[config.mk]
export PLATFORM = sky130hd
export DESIGN_NAME = wave_phase_sequencer
export DESIGN_NICKNAME = d
export VERILOG_FILES = /design/src/rtl/wave_phase_sequencer.sv
export SDC_FILE = /design/constraint.sdc
export NUM_CORES = 1
export LEC_CHECK = 0
export CAP_MARGIN = 20
export CORE_ASPECT_RATIO = 2
export CORE_UTILIZATION = 45
export CTS_CLUSTER_DIAMETER = 200
export DETAILED_ROUTE_END_ITERATION = 7
export HOLD_SLACK_MARGIN = 0.12
export PLACE_DENSITY = 0.73
export SETUP_SLACK_MARGIN = 0.02
export SLEW_MARGIN = 25
export SYNTH_ARGS = -nofsm -noshare
export SYNTH_HDL_FRONTEND = slang
export SYNTH_SLANG_ARGS = --single-unit
[constraint.sdc]
create_clock -name clk -period 2.7 [get_ports clk]
set_input_delay 0.405 -clock clk [delete_from_list [all_inputs] [get_ports clk]]
set_output_delay 0.405 -clock clk [all_outputs]
set_load 0.1 [all_outputs]
[src/rtl/wave_phase_sequencer.sv]
// wave_phase_sequencer
//   Phase source for the waveform processor. Produces the CNT_W-bit phase
//   ramp `cnt`, advanced once per prescaler tick (every div_act+1 clocks),
//   and the committed waveform select `sel`. Divisor and select requests
//   are staged continuously and only committed at start or at a period
//   boundary, so a period in progress never changes shape or rate.
//
// Ports
//   clk      system clock, rising edge
//   rst      asynchronous reset, active low
//   start    level run request
//   stop     level stop request (current period is finished first)
//   div_ld   strobe: div_in -> pending divisor
//   div_in   requested divisor (tick period = div_in+1 clocks)
//   sel_in   requested waveform select, staged every cycle
//   cnt      phase ramp
//   sel      committed waveform select
//   wrap     one-cycle pulse while cnt sits at 0 after a 255->0 tick
//   running  high in RUN and DRAIN
module wave_phase_sequencer #(
    parameter int CNT_W = 8,
    parameter int DIV_W = 8
) (
    input  logic             clk,
    input  logic             rst,
    input  logic             start,
    input  logic             stop,
    input  logic             div_ld,
    input  logic [DIV_W-1:0] div_in,
    input  logic [2:0]       sel_in,
    output logic [CNT_W-1:0] cnt,
    output logic [2:0]       sel,
    output logic             wrap,
    output logic             running
);

    typedef enum logic [1:0] {IDLE = 2'd0, RUN = 2'd1, DRAIN = 2'd2} state_t;

    localparam logic [CNT_W-1:0] CNT_ONE = 1;
    localparam logic [DIV_W-1:0] DIV_ONE = 1;

    state_t           state;
    logic [DIV_W-1:0] presc;
    logic [DIV_W-1:0] div_act;
    logic [DIV_W-1:0] div_pend;
    logic [2:0]       sel_pend;

    logic tick;
    logic wrap_tick;

    // A tick is the prescaler rolling over; the wrap tick is the one that
    // carries cnt from all-ones back to zero (the period boundary).
    assign tick      = (state != IDLE) && (presc == div_act);
    assign wrap_tick = tick && (cnt == '1);

    always_ff @(posedge clk or negedge rst) begin
        if (!rst) begin
            state    <= IDLE;
            cnt      <= '0;
            presc    <= '0;
            div_act  <= '0;
            div_pend <= '0;
            sel      <= '0;
            sel_pend <= '0;
            wrap     <= 1'b0;
            running  <= 1'b0;
        end else begin
            // Staging runs in every state; commits below read the values
            // held before this edge, so same-cycle requests wait a period.
            sel_pend <= sel_in;
            if (div_ld) div_pend <= div_in;

            wrap <= wrap_tick;

            if (state != IDLE) begin
                if (tick) begin
                    presc <= '0;
                    cnt   <= cnt + CNT_ONE;
                end else begin
                    presc <= presc + DIV_ONE;
                end
            end

            case (state)
                IDLE: begin
                    cnt   <= '0;
                    presc <= '0;
                    if (start && !stop) begin
                        state   <= RUN;
                        running <= 1'b1;
                        div_act <= div_pend;
                        sel     <= sel_pend;
                    end
                end
                RUN: begin
                    if (wrap_tick) begin
                        div_act <= div_pend;
                        sel     <= sel_pend;
                    end
                    if (stop) state <= DRAIN;
                end
                DRAIN: begin
                    // Finishing the period wins over a late start request.
                    if (wrap_tick) begin
                        state   <= IDLE;
                        running <= 1'b0;
                        cnt     <= '0;
                        presc   <= '0;
                    end else if (start && !stop) begin
                        state <= RUN;
                    end
                end
                default: begin
                    state   <= IDLE;
                    running <= 1'b0;
                end
            endcase
        end
    end

endmodule

==> metrics.yaml <==
logic_synthesis:
  synthFlopType: "dfrtp_1"
  synth_xor_area_frac: 0.0961
  synth_cell_types: 31
  ys_ff_latch: 42
  synthArstFlopShare: 1.00
  synth.cell_area_um2: 1910
  synth-compound-area-share: 0.0373
  synth_nets: 173
  synthAdderAreaFrac: 0.0131
  synth_top_family_by_area: "simple AND/OR/NAND/NOR gates"
  synth_top_area_frac: 0.549
  synth_top_cell_by_area: "dfrtp_1"
  yosysSeqAreaShare: 0.549
  synth_mux_area_frac: 0.137
  synthTopCellsByArea: "dfrtp_1 55%, mux2_4 7.8%, xor2_1 7.8%"
  yosys_warnings: 0
  syn_inst: 155
  avgSynthCellArea_um2: 12.3
  yosys.area_share.simple: 0.147
  synth_enable_flop_cells: 0
hold_path:
  hold_class: "in -> async"
timing:
  rsz0062_at_grt: "no"
  clock.fmax_ghz: 0.487
  tns_ps: 0
  final.period_utilization: 0.761
  layout_setup_ws_ps: 645
  maxSlewViolCount: 0
  setup_viol: 0
  max_slew.worst_pin.slew_ps: 907
  hold_viol: 0
  clock_skew_ps: 6.07
  period_needed_ps: 2050
  slew_headroom: 0.396
placed_design:
  post-dp-hpwl_um: 2690
  port-buffer-count: 28
  gp_congestion: 0.927
  dp_slack_ps: 557
  dpl_cell_area_um2: 2210
route:
  ant_nets: 0
  drt-total-wl_um: 3510
  vias: 1252
  via_per_inst: 5.22
  dr.pass1.iters: 4
  post-route-drc-count: 0
  drtIter0Drc: 16
  avgRoutedWirePerCell_um: 14.6
critical_path:
  worst_path_largest_cell_delay_ps: 460
  cp_num_buf_inv: 0
  crit_arrival_ps: 2240
  reg2regPathDepth: 5
  regToRegSetupSlack_ps: 650
  start_kind: "flop"
  critPathKind: "reg -> reg"
  crit_cells: 5
  critPathSlowestCell: "a31oi_4"
  endpoint_kind: "flop"
  worstPathMaxFanout: 11
  path_delay_family: "compound AO/OA/AOI/OAI gates"
  worst_ep_required_time_ps: 2880
  crit_chain: "xor2_1, nor3_1, and3_4, a31oi_4, mux2_2"
grt:
  grt_busiest_layer: "met2"
  antenna_found_initial: 0
  grt_use_total: 0.183
  overflow: 0
  grt_pass1_vias: 1266
  grt_max_degree: 43
  met1_usage: 0.190
  grt_pass1_wl_um: 5730
  grt_use_met2: 0.320
  use_met3: 0.0481
clocking:
  clkTransAtPathRegs_ps: 80
  cts.sinks: 42
  cts_tree: "built"
  cts.hold.buffers_added: 0
  clockBufferDepth: 2
  h-tree-depth: 2
  clock_latency_ps: 290
  cts_root_buffer: "clkbuf_8"
  ctsResizeCount: 0
  post-cts-setup-buffers: 0
  numCtsBuffers: 5
run_status:
  status: "finished clean"
floorplan:
  start_util: 0.468
  die-area_um2: 4530
  fp.dieH_um: 94.2
  rows: 33
  core_um2: 4090
  fp.dieW_um: 48.1
  ios: 29
cells_and_area:
  most-common-layout-cells: "42 x dfrtp_1, 25 x nor2_1, 17 x xor2_1"
  multi_input_area_um2: 823
  n_antenna_cell: 0
  fill_cells: 335
  final_nets: 205
  regArea_um2: 1050
  areaGrowthSynthToFinish_pct: 20.4
  mostFrequentLayoutCell: "dfrtp_1"
  design_area_um2: 2300
  drive_gt1_frac: 0.271
pwr:
  p_per_area_nw_per_um2: 718
  peakVddDrop_mv: 0.499
  leakagePower_nw: 1.06
flow_run:
  max_cap_violations: 0
cell usage after synthesis, types with 3 or more instances:
cell,count
nand4_1,6
nand3_1,5
nor2_1,25
mux2_2,9
mux2_4,10
inv_1,3
dfrtp_1,42
nor3_1,3
nand2_1,5
clkbuf_1,3
xnor2_1,4
xor2_1,17
worst paths after layout:
check | end | start
min in group clk | sel[1] | sel_pend[1]
min | state[1] | rst
max | sel[0] | presc[3]
min reg2reg | sel[1] | sel_pend[1]
max in group asynchronous | cnt[4] | rst
max reg2reg | sel[0] | presc[3]
per-stage QoR:
step | total power [mW] | instances | hold slack [ps] | utilization
final | 1.65 | 240 | 237 | 0.564
after global routing | 1.74 | 240 | 303 | 0.564
after CTS | 1.67 | 240 | 265 | 0.564
after detailed placement | 1.26 | 232 | 469 | 0.540
after global placement | 1.23 | 232 | 462 | 0.540
after floorplan | 1.13 | 155 | 109 | -
layer usage:
metal,vias up,share of wire
met4,0,0.023
met1,620,0.37
li1,594,-
met3,8,0.035
met2,30,0.57
met5,-,0
flip-flops by register name, summed over array words and instances, names as in the netlist:
name and cells:
cnt 8, div_act 8, div_pend 8, presc 8, running 1, sel 3, sel_pend 3, state 2
wrap 1
power breakdown:
part           switching [mW]  internal [mW]  leakage, nW  total (mW)
Sequential             0.0733          0.713        0.529       0.787
Combinational           0.274          0.181        0.484       0.455
Clock                   0.208          0.205       0.0472       0.413
final cells by class:
type,count,area share
inverters,3,0.00489
clock buffers,6,0.0359
flip-flops and latches,42,0.456
well taps,52,0.0282
multi-input cells,105,0.357
repair buffers,30,0.112
clock inverters,2,0.00543
worst reg2reg max path: stages, from the launching register on:
cell and delay (ps):
dfrtp_1 450, xor2_1 320, nor3_1 120, and3_4 200, a31oi_4 460, mux2_2 400
cells by family after synthesis:
| group | Yosys count |
|---|---|
| AO/OA/AOI/OAI | 7 |
| XOR/XNOR | 21 |
| adder cells (fa/ha/maj) | 2 |
| buffers and inverters | 8 |
| flip-flops | 42 |
| multiplexers | 20 |
| AND/OR/NAND/NOR | 55 |
No activity file was read; power rests on OpenSTA's default activity.
